[src/rtl/hex_segment_reader.sv]
// Reads active-low 7-segment buses, waits for a stable display and
// streams each new frame back as decoded hex digits, one per beat.
module hex_segment_reader #(
  parameter int NUM_DIGITS    = 6,
  parameter int STABLE_CYCLES = 4
) (
  input  logic                    clk,
  input  logic                    reset_n,
  input  logic [7*NUM_DIGITS-1:0] hex_in,
  output logic                    out_valid,
  input  logic                    out_ready,
  output logic [3:0]              out_digit,
  output logic [2:0]              out_index,
  output logic                    out_known,
  output logic                    out_blank,
  output logic                    out_last
);

  localparam int         W    = 7 * NUM_DIGITS;
  localparam logic [7:0] SC   = 8'(STABLE_CYCLES);
  localparam logic [2:0] LAST = 3'(NUM_DIGITS - 1);

  typedef enum logic {
    IDLE,
    SEND
  } state_t;

  state_t     r_state;
  state_t     w_next;
  logic [W-1:0] r_s;
  logic [W-1:0] r_c;
  logic [7:0] r_cnt;
  logic [2:0] r_idx;
  logic       w_stable;
  logic       w_commit;
  logic       w_fire;
  logic [6:0] w_dig [8];
  logic [6:0] w_p;

  assign w_stable = (r_cnt == SC);

  always_ff @(posedge clk or negedge reset_n) begin
    if (!reset_n) begin
      r_s   <= '1;
      r_cnt <= '0;
    end else begin
      r_s <= hex_in;
      if (hex_in != r_s)
        r_cnt <= '0;
      else if (r_cnt < SC)
        r_cnt <= r_cnt + 8'd1;
    end
  end

  always_comb begin
    w_next   = r_state;
    w_commit = 1'b0;
    w_fire   = 1'b0;
    unique case (r_state)
      IDLE: begin
        if (w_stable && (r_s != r_c)) begin
          w_commit = 1'b1;
          w_next   = SEND;
        end
      end
      SEND: begin
        w_fire = out_ready;
        if (out_ready && (r_idx == LAST))
          w_next = IDLE;
      end
      default: w_next = IDLE;
    endcase
  end

  always_ff @(posedge clk or negedge reset_n) begin
    if (!reset_n) begin
      r_state <= IDLE;
      r_c     <= '1;
      r_idx   <= '0;
    end else begin
      r_state <= w_next;
      if (w_commit) begin
        r_c   <= r_s;
        r_idx <= '0;
      end else if (w_fire && (r_idx != LAST)) begin
        r_idx <= r_idx + 3'd1;
      end
    end
  end

  // Pad to 8 slots so a 3-bit index never reads past the frame
  for (genvar g = 0; g < 8; g++) begin : g_dig
    if (g < NUM_DIGITS) begin : g_used
      assign w_dig[g] = r_c[7*g +: 7];
    end else begin : g_pad
      assign w_dig[g] = 7'h7F;
    end
  end

  assign w_p = ~w_dig[r_idx];

  always_comb begin
    out_digit = 4'h0;
    out_known = 1'b1;
    out_blank = 1'b0;
    unique case (w_p)
      7'h3F: out_digit = 4'h0;
      7'h06: out_digit = 4'h1;
      7'h5B: out_digit = 4'h2;
      7'h4F: out_digit = 4'h3;
      7'h66: out_digit = 4'h4;
      7'h6D: out_digit = 4'h5;
      7'h7D: out_digit = 4'h6;
      7'h27: out_digit = 4'h7;
      7'h7F: out_digit = 4'h8;
      7'h6F: out_digit = 4'h9;
      7'h77: out_digit = 4'hA;
      7'h7C: out_digit = 4'hB;
      7'h58: out_digit = 4'hC;
      7'h5E: out_digit = 4'hD;
      7'h79: out_digit = 4'hE;
      7'h71: out_digit = 4'hF;
      7'h00: begin
        out_known = 1'b0;
        out_blank = 1'b1;
      end
      default: out_known = 1'b0;
    endcase
  end

  assign out_valid = (r_state == SEND);
  assign out_index = r_idx;
  assign out_last  = (r_idx == LAST);

endmodule

[config.mk]
export PLATFORM = sky130hd
export DESIGN_NAME = hex_segment_reader
export DESIGN_NICKNAME = d
export VERILOG_FILES = /design/src/rtl/hex_segment_reader.sv
export SDC_FILE = /design/constraint.sdc
export NUM_CORES = 1
export LEC_CHECK = 0
export CAP_MARGIN = 20
export CORE_MARGIN = 2
export CORE_UTILIZATION = 52
export DETAILED_ROUTE_END_ITERATION = 10
export PLACE_DENSITY = 0.77
export SLEW_MARGIN = 20
export SYNTH_ARGS = -nofsm -noshare
export SYNTH_HDL_FRONTEND = slang
export SYNTH_SLANG_ARGS = --single-unit
[constraint.sdc]
create_clock -name clk -period 3.4 [get_ports clk]
set_clock_uncertainty 0.2 [all_clocks]
set_input_delay 0.68 -clock clk [delete_from_list [all_inputs] [get_ports clk]]
set_output_delay 0.68 -clock clk [all_outputs]
set_load 0.05 [all_outputs]
==> out/metrics.csv, run 1 <==
stage,metric,value,unit
power_and_ir_drop,leakage,2.57,nW
timing,Fin. Hold Viols,0,
drt,drc violations,0,
critical_path,CP Class,reg2out,
critical_path,crit path max-delay cell type,dfrtp_4,
timing,FMAX,0.286,GHz
clock_tree,clock-pin slew on the worst setup and hold paths,0.10,ns
timing,period utilization,103,%
drt,final wirelength,11100,um
critical_path,reg2reg start,r_c[38],
grt,GR Overflow Total,0,
grt,global-route wire length before repair,17800,um
yosys,"FF+latch count, synth",96,
floorplanning,Site Rows,35,
yosys,ys async rst share,100,%
clock_tree,cts bufs inserted,9,
critical_path,Crit. End Element,output pin,
layout,fin nets,531,
place,gpl congestion,0.892,
yosys,mean area per synthesized cell,12.4,um2
drt,wire length per cell,18.6,um
floorplanning,Die Span X,101,um
critical_path,RR Endpoint,r_c[9],
layout,share of post-route cells with drive strength above 1,42.9,%
yosys,Post-Syn Instances,396,
power_and_ir_drop,Overall Power,0.00426,W
floorplanning,die height,101,um
power_and_ir_drop,pwr dens,695,mW/mm2
power_and_ir_drop,Max VDD drop,0.000635,V
layout,Area growth syn-to-layout,24.8,%
critical_path,critical path cell sequence,buf_8 -> mux2i_1 -> a22oi_1 -> nand2_1 -> and4b_1 -> o311a_1 -> a41oi_2 -> o2111ai_2 -> buf_6,
drt,drt pass-1 iters,5,
critical_path,R2R cell count,7,
yosys,post-synth cell types,45,
drt,total number of vias,3352,
run_status,failing checks,negative setup slack,
yosys,synth top area cells,"dfstp_2 45%, xor2_1 11%, mux2_2 9.7%",
timing,final worst slack,-0.0910,ns
critical_path,flop2flop setup slack,0.78,ns
yosys,"Cell Area, Synth",0.00490,mm2
yosys,Mapped Nets,445,
critical_path,Critical path origin,out_index[1],
critical_path,CP max stage delay,0.55,ns
clock_tree,Max clock buf depth,2,
layout,Fill cells,692,
clock_tree,CTS tree,done,
timing,RSZ-0062 raised after global routing,yes,
drt,Detail Route Antenna Nets,0,
critical_path,WP data arrival,2.61,ns
clock_tree,"Hold-fix buffers, CTS",0,
place,Post-DP HPWL,8000,um
timing,Rel. slew slack,49.2,%
drt,initial drt markers,180,
min_path,hold crit path type,in2async,
run,Max Cap Viol,0,
clock_tree,CTS root buf,clkbuf_8,
timing,final setup fails,5,
floorplanning,Core Area,0.00920,mm2
grt,Tot GR Track Use,22.8,%
critical_path,Worst Setup EP,out_known,
yosys,Synth area leader,dfstp_2,
layout,final core occ,66.5,%
floorplanning,Ports,56,
timing,pins over their slew limit,0,
grt,initial antenna violation count,0,
yosys,Synthesis Warnings,0,
timing,worst-margin pin slew,0.762,ns
yosys,top-count cell post-synth,dfstp_2,
floorplanning,starting density of the core,53.3,%
grt,vias in the first global route,3426,
critical_path,cell family with most CP delay,compound AO/OA/AOI/OAI gates,
grt,pin count of the biggest net entering global routing,62,
yosys,register area share after synthesis,51.2,%
clock_tree,Worst-Skew Late Latency,0.36,ns
critical_path,WP buf/inv,2,
layout,ANT cells,0,
yosys,number of flops mapped to enable cells by yosys,0,
timing,Tmin final,3.49,ns
yosys,share of the synthesized area in the top cell type,45.0,%
yosys,Post-synth top cells,"84 x dfstp_2, 62 x xor2_1, 42 x mux2_2",
critical_path,Critical Path RT,2.52,ns
clock_tree,htree depth,3,
critical_path,Critical Path Stages,9,
run_status,status,"complete, but fails checks",
critical_path,Critical Path Fanout Max,8,
clock_tree,TritonCTS Sinks,96,
yosys,Main synth FF type,dfstp_2,
drt,DR vias/cell,5.61,
floorplanning,Die Area,0.0102,mm2
place,# port buffers,55,
critical_path,Startpoint Class,flip-flop,
==> worst min path at each step <==
| stage | start | endpoint | slack [ns] |
|---|---|---|---|
| final | reset_n | r_cnt[4] | 0.19 |
| after global routing | reset_n | r_cnt[7] | 0.23 |
| after CTS | reset_n | r_cnt[5] | 0.20 |
| after floorplan | reset_n | out_index[0] | 0.18 |
| after detailed placement | r_cnt[6] | r_cnt[6] | 0.28 |
| after global placement | r_cnt[6] | r_cnt[6] | 0.27 |
==> power by group <==
group	switching (W)	total [W]	internal [W]	leakage (nW)
Sequential	0.0000947	0.00132	0.00122	1.03
Clock	0.000408	0.000775	0.000367	0.104
Combinational	0.00121	0.00216	0.000955	1.44
==> metrics by stage <==
step | hold slack, ns | setup TNS, ns | area [um2] | std cells | worst slack, ns
finish | 0.194 | -0.268 | 6120 | 598 | -0.0910
CTS | 0.203 | -0.221 | 6000 | 591 | -0.130
floorplan | 0.184 | -0.0384 | 4940 | 396 | -0.0384
detailed placement | 0.279 | 0 | 5650 | 561 | 0.142
global route | 0.234 | -0.873 | 6120 | 598 | -0.204
global placement | 0.271 | 0 | 5650 | 561 | 0.214
==> sequential cells by signal, indices dropped and copies added (netlist names) <==
| signal | flops |
|---|---|
| out_index | 3 |
| out_valid | 1 |
| r_c | 42 |
| r_cnt | 8 |
| r_s | 42 |
==> cells by family (layout without fill, tap and decap cells) <==
group	count (synthesis)	count (layout)	share of synthesized area, %
AOI/OAI and AO/OA	24	24	3.91
xor gates and xnor gates	90	90	16.1
adders and majority gates	4	4	1.02
buffers and inverters	13	104	1.86
DFF	96	96	51.2
muxes	62	62	14.0
and+or+nand+nor	107	107	12.0
==> final cells by class <==
type                    instances  area [um2]  share of cell area, %
flip-flops and latches         96        2510                   41.1
well taps                     111         139                   2.27
inverters                       3        11.3                  0.184
clock inverters                 5        61.3                   1.00
clock buffers                  11         141                   2.31
multi-input cells             287        2410                   39.4
repair buffers                 85         841                   13.7
==> timing repair <==
| item | CTS | global route |
|---|---|---|
| gates resized for setup | 14 | 20 |
| gates cloned | 0 | 0 |
| setup endpoints to repair | 4 | 6 |
| buffers inserted | 14 | 7 |
| pin swaps | 4 | 13 |
==> metal layers <==
layer,track usage [%],up-vias,wire length [um]
li1,-,1564,-
met1,31.4,1694,5010
met2,36.7,73,5500
met3,2.91,21,317
met4,8.94,0,302
met5,0,-,0
==> cells in the final DEF (no fill, tap or decap), types with 4 or more instances in the layout <==
cell type and count:
xnor2_1 28, nand3_1 10, and2_1 11, nor2_1 7
dfstp_2 84, nand2_1 26, dfrtp_1 9, clkdlybuf4s50_1 48
nor4_1 16, mux2_2 42, nor3_1 6, nand4_1 10
buf_4 25, ha_1 4, mux2i_1 18, buf_6 6
xor2_1 61, clkbuf_8 10
No activity file was read; power rests on OpenSTA's default activity.
==> inputs of run 2 (changes only) <==
--- a/config.mk
+++ b/config.mk
@@ -9,6 +9,7 @@
 export CORE_MARGIN = 2
 export CORE_UTILIZATION = 52
 export DETAILED_ROUTE_END_ITERATION = 10
+export GPL_TIMING_DRIVEN = 0
 export PLACE_DENSITY = 0.77
 export SLEW_MARGIN = 20
 export SYNTH_ARGS = -nofsm -noshare
==> run 2 against run 1 <==
Net effect:
- the run still ends with negative setup slack left
- largest power group unchanged
- first-iteration DRC count fell by 3.3%
- final area rose by 0.61%
- non-clock buffer count fell by 6
- sequential cell count did not move
- count of clock-buffer cells in the layout fell by 1
- final cell count fell by 1.0%
- die area did not move
==> out/metrics.csv, run 2 (synthesis results as in run 1) <==
stage,metric,value,unit
run_status,status,"complete, but fails checks",
run_status,failing checks,negative setup slack,
floorplanning,Core Area,0.00920,mm2
critical_path,reg2reg start,r_s[15],
critical_path,CP Class,reg2out,
layout,Storage cell area,0.00251,mm2
power_and_ir_drop,Gate power share,50.1,%
layout,multi-input logic area,0.00248,mm2
run,Max Cap Viol,0,
place,Placed Cells,563,
layout,biggest regs,"r_c (42), r_s (42), r_cnt (8)",
timing,RSZ-0062 raised after global routing,yes,
clock_tree,clock-pin slew on the worst setup and hold paths,0.10,ns
clock_tree,CTS root buf,clkbuf_8,
floorplanning,Site Rows,35,
timing,worst-margin pin slew,0.595,ns
power_and_ir_drop,leakage,2.54,nW
layout,most frequent cells in the layout,"84 x dfstp_2, 61 x xor2_1, 48 x clkdlybuf4s50_1",
power_and_ir_drop,Overall Power,0.00429,W
floorplanning,Die Span X,101,um
grt,pin count of the biggest net entering global routing,69,
timing,period utilization,103,%
layout,Non-Filler Instances,592,
clock_tree,TritonCTS Sinks,96,
layout,fin nets,525,
grt,global-route wire length before repair,17400,um
critical_path,R2R cell count,7,
place,Placed Area,0.00566,mm2
layout,ANT cells,0,
timing,pins over their slew limit,0,
critical_path,CP max stage delay,0.51,ns
critical_path,crit path max-delay cell type,dfrtp_2,
place,gpl congestion,0.909,
power_and_ir_drop,Max VDD drop,0.000611,V
grt,Tot GR Track Use,22.9,%
floorplanning,Die Area,0.0102,mm2
clock_tree,Max clock buf depth,2,
power_and_ir_drop,Clock power frac,19.2,%
clock_tree,CTS tree,done,
layout,Area growth syn-to-layout,25.6,%
drt,wire length per cell,19.0,um
critical_path,Startpoint Class,flip-flop,
critical_path,Crit. End Element,output pin,
grt,vias in the first global route,3344,
min_path,hold crit path type,in2async,
drt,initial drt markers,174,
critical_path,WP data arrival,2.62,ns
timing,Rel. slew slack,59.9,%
critical_path,WP buf/inv,2,
drt,final wirelength,11300,um
power_and_ir_drop,Int Power,0.00258,W
place,Post-DP HPWL,8000,um
drt,drc violations,0,
clock_tree,Worst-Skew Late Latency,0.37,ns
layout,fin area,0.00616,mm2
grt,GR Overflow Total,0,
drt,drt pass-1 iters,4,
drt,total number of vias,3323,
clock_tree,"Hold-fix buffers, CTS",0,
timing,FMAX,0.286,GHz
grt,initial antenna violation count,0,
power_and_ir_drop,Sw Ratio,39.8,%
critical_path,critical path cell sequence,buf_6 -> mux2i_2 -> nand2_1 -> and3_4 -> and4b_1 -> o311a_4 -> a41oi_4 -> o2111ai_2 -> buf_6,
clock_tree,htree depth,3,
critical_path,flop2flop setup slack,0.49,ns
timing,Fin. Hold Viols,0,
critical_path,RR Endpoint,r_c[15],
floorplanning,Ports,56,
drt,Detail Route Antenna Nets,0,
layout,"commonest non-fill, non-tap cell in the layout",dfstp_2,
power_and_ir_drop,pwr dens,696,mW/mm2
timing,final setup fails,2,
floorplanning,starting density of the core,53.3,%
place,# port buffers,55,
critical_path,Critical Path RT,2.52,ns
critical_path,"most used cell, CP",buf_6,
layout,Fill cells,678,
timing,Tmin final,3.50,ns
floorplanning,die height,101,um
timing,final worst slack,-0.0971,ns
power_and_ir_drop,Psw,0.00171,W
critical_path,Critical Path Fanout Max,8,
layout,share of post-route cells with drive strength above 1,43.9,%
critical_path,cell family with most CP delay,compound AO/OA/AOI/OAI gates,
power_and_ir_drop,sequential power share,30.7,%
clock_tree,cts bufs inserted,9,
drt,DR vias/cell,5.61,
==> run 2: changes by cell type in the layout (fill, tap and decap cells not counted), sizes merged <==
cell	before	now
buf	36	31
bufinv	1	2
clkbuf	12	10
clkinv	2	0
clkinvlp	0	3
inv	5	4
==> run 2: worst max path at each step <==
stage / end / cells after the start / slack, ns / start
floorplan: out_digit[0] / 6 / -0.04 / out_index[0]
global placement: out_index[2] / 1 / -2.20 / reset_n
detailed placement: out_known / 10 / -0.41 / out_index[2]
CTS: out_known / 9 / -0.08 / out_index[1]
global route: out_known / 10 / -0.19 / out_index[1]
finish: out_known / 9 / -0.1 / out_index[1]
==> run 2: power groups by stage <==
stage	clock network, W	registers (W)	logic, W
floorplan	0	0.00137	0.00116
global placement	0	0.00130	0.00164
detailed placement	0	0.00130	0.00168
CTS	0.000841	0.00131	0.00184
global route	0.000887	0.00132	0.00228
finish	0.000824	0.00131	0.00215
==> run 2: routing by layer <==
metal / track usage, % / vias up / wire [um]
met1: 29.4 / 1669 / 4970
met4: 8.84 / 0 / 252
met2: 38.3 / 76 / 5670
met3: 4.44 / 24 / 385
met5: 0 / - / 0
li1: - / 1554 / -
==> run 2: cell type report <==
class	instances	area share (%)
Sequential cell	96	40.8
Buffer	7	1.28
Inverter	3	0.183
Clock buffer	10	2.07
Timing Repair Buffer	72	11.7
Clock inverter	6	1.48
Tap cell	111	2.26
Multi-Input combinational cell	287	40.2
==> run 2: timing repair <==
item                                    CTS  global route
gates resized for setup                  52            27
pin swaps                                 7            14
cloned                                    1             0
buffers inserted                          9             6
endpoints found under the setup margin    6             6
==> run 2: metrics by stage <==
step | util [%] | setup WS [ns] | setup TNS [ns] | hold slack, ns
final | 66.9 | -0.0971 | -0.129 | 0.222
after global routing | 66.9 | -0.188 | -0.485 | 0.241
after CTS | 65.3 | -0.0809 | -0.139 | 0.226
after detailed placement | 61.5 | -0.411 | -1.72 | 0.273
after global placement | 61.2 | -2.20 | -89.78 | 0.271
after floorplan | - | -0.0384 | -0.0384 | 0.184
==> edit (settings of run 2) <==
Make the reset (`reset_n`) synchronous in 2 clocked blocks.
--- a/src/rtl/hex_segment_reader.sv
+++ b/src/rtl/hex_segment_reader.sv
@@ -39,7 +39,7 @@
 
   assign w_stable = (r_cnt == SC);
 
-  always_ff @(posedge clk or negedge reset_n) begin
+  always_ff @(posedge clk) begin
     if (!reset_n) begin
       r_s   <= '1;
       r_cnt <= '0;
@@ -72,7 +72,7 @@
     endcase
   end
 
-  always_ff @(posedge clk or negedge reset_n) begin
+  always_ff @(posedge clk) begin
     if (!reset_n) begin
       r_state <= IDLE;
       r_c     <= '1;
Function: differs if reset_n is asserted again (counterexample within 10 cycles, from zero or initial values and one cycle with reset_n low); with reset_n held inactive, the same outputs for 10 cycles.
==> edit against run 2 <==
  * The flow still finishes with violations (negative setup slack)
  * Critical path type unchanged
  * Worst setup slack got worse by 180 ps
  * Count of clock-buffer cells in the layout fell by 1
  * Via count rose by 16%
  * First-iteration DRC count rose by 43%
  * Wire length rose by 9.5%
  * Area after synthesis fell by 3.7%
  * Final area fell by 2.7%
  * Sequential cell count did not move
  * Global-route usage rose by 2.8 points
Power is not compared: it rests on default switching activity, and its combinational part moved more than twofold at a synthesized area within 25%.
==> edit: results (changes against run 2) <==
yosys:
  ys.flop_type: "sky130_fd_sc_hd__dfxtp_1"
  synth.yosys.seq_area_share: 0.4072  # -0.1044
  ys_async_sr_fraction: 0  # -1.000
  synth_nets: 544  # +22%
  ys_top_cells_by_area: "sky130_fd_sc_hd__dfxtp_1, sky130_fd_sc_hd__mux2i_1, sky130_fd_sc_hd__xnor2_1"
  synth.cells.most_frequent: "sky130_fd_sc_hd__dfxtp_1, sky130_fd_sc_hd__nand2_1, sky130_fd_sc_hd__xnor2_1"
hold_path:
  hp-class: "reg -> reg"
detailed_routing:
  drt-pass1-iter-count: 5  # +1
  routed_via_density: 5.599  # -0.26%
  wire_per_inst_um: 17.94  # -5.8%
  m1WireLength_mm: 5.288  # +6.4%
  met2_wirelength_mm: 6.083  # +7.4%
  first_iter_violations: 248  # +43%
worst_setup_path:
  path_max_fanout: 9  # +1
  cp_slowest_cell: "sky130_fd_sc_hd__or4b_4"
  setup.reg_to_reg.worst_slack_ps: 290  # -200 ps
  regToRegEndpoint: "r_c[1]"
  worst_r2r_startpoint: "r_c[17]"
  critical_path.max_stage_delay_ps: 530  # +20 ps
  startpoint: "out_index[1]"
global_route:
  via_count_of_the_first_global_routing_pass: 3771  # +13%
  grt_pass1_wl_mm: 19.58  # +12%
sta:
  setup_viol_count_final: 5  # +3
  relSlewSlack: 0.5462  # -0.05323
  worst_slack_ps: -277.4  # -180.3 ps
outcome:
  failed_checks: "negative setup slack"
  run_status: "complete, but fails checks"
place:
  detailed_place.area_um2: 5451  # -3.7%
  place.detailed.instances: 658  # +17%
  place.detailed.hpwl_mm: 9.096  # +14%
  placer_congestion_estimate: 0.9032  # -0.68%
finish:
  design.final.nets: 624  # +19%
  drive_above_1_share: 0.1534  # -0.2852
clocking:
  clk-insertion-delay-late_ps: 350  # -20 ps
## edit: worst reg2reg max path, cell delays in order (launching register included)
cell	delay (ps)
sky130_fd_sc_hd__dfxtp_1	470
sky130_fd_sc_hd__xnor2_1	170
sky130_fd_sc_hd__nand4_1	120
sky130_fd_sc_hd__nor4_1	420
sky130_fd_sc_hd__nand4_1	190
sky130_fd_sc_hd__o21ai_0	200
sky130_fd_sc_hd__clkbuf_1	430
sky130_fd_sc_hd__buf_2	430
sky130_fd_sc_hd__mux2i_1	260
sky130_fd_sc_hd__nand2_1	80
## edit: worst min path at each step
stage	endpoint	startpoint	depth (start not counted)	slack [ps]
finish	r_cnt[5]	r_cnt[5]	1	260
global placement	r_cnt[6]	r_cnt[6]	1	230
detailed placement	r_cnt[5]	r_cnt[5]	1	240
CTS	r_cnt[5]	r_cnt[5]	1	270
global route	r_cnt[5]	r_cnt[5]	1	280
floorplan	r_cnt[7]	r_cnt[7]	1	220
## edit: logic make-up after synthesis
group | count (synthesis) | synth area share
AOI/OAI and AO/OA | 19 | 0.03208
xor gates and xnor gates | 89 | 0.1652
adders and majority gates | 4 | 0.01060
buffers and inverters | 24 | 0.02837
DFF | 96 | 0.4072
muxes | 64 | 0.1357
and+or+nand+nor | 199 | 0.2208
## edit: cell type report
class,instances,area (um^2)
Tap cell,108,135.1
Inverter,3,11.26
Clock inverter,7,117.6
Clock buffer,9,123.9
Buffer,19,127.6
Timing Repair Buffer,71,683.2
Multi-Input combinational cell,375,2855
Sequential cell,96,1933
Fill cell,667,2776
## edit: what timing repair did
item	CTS	global route
gates resized for setup	60	23
setup buffers	8	8
setup endpoints to repair	6	6
pin swaps	6	11
hold buffers	0	0
## edit: through the flow
step	utilization	setup slack, ps	setup TNS [ps]
6_report	0.6832	-277.4	-990.4
5_1_grt	0.6832	-366.5	-1516
2_1_floorplan	-	-23.12	-33.89
3_3_place_gp	0.6221	-727.9	-3127
3_5_place_dp	0.6221	-832.1	-3468
4_1_cts	0.6692	-253.6	-910.2
## edit: layer usage
metal  track usage  vias up
li1              -     1842
met1        0.3314     1835
met2        0.4345      145
met3       0.03725       30
met4       0.09905        0
met5             0        -
## edit: power by group
| part | total, mW | switching [mW] | internal, mW |
|---|---|---|---|
| clock network | 0.902 | 0.410 | 0.492 |
| registers | 1.18 | 0.0343 | 1.15 |
| logic | 0.192 | 0.0806 | 0.112 |
| total | 2.28 | 0.525 | 1.75 |
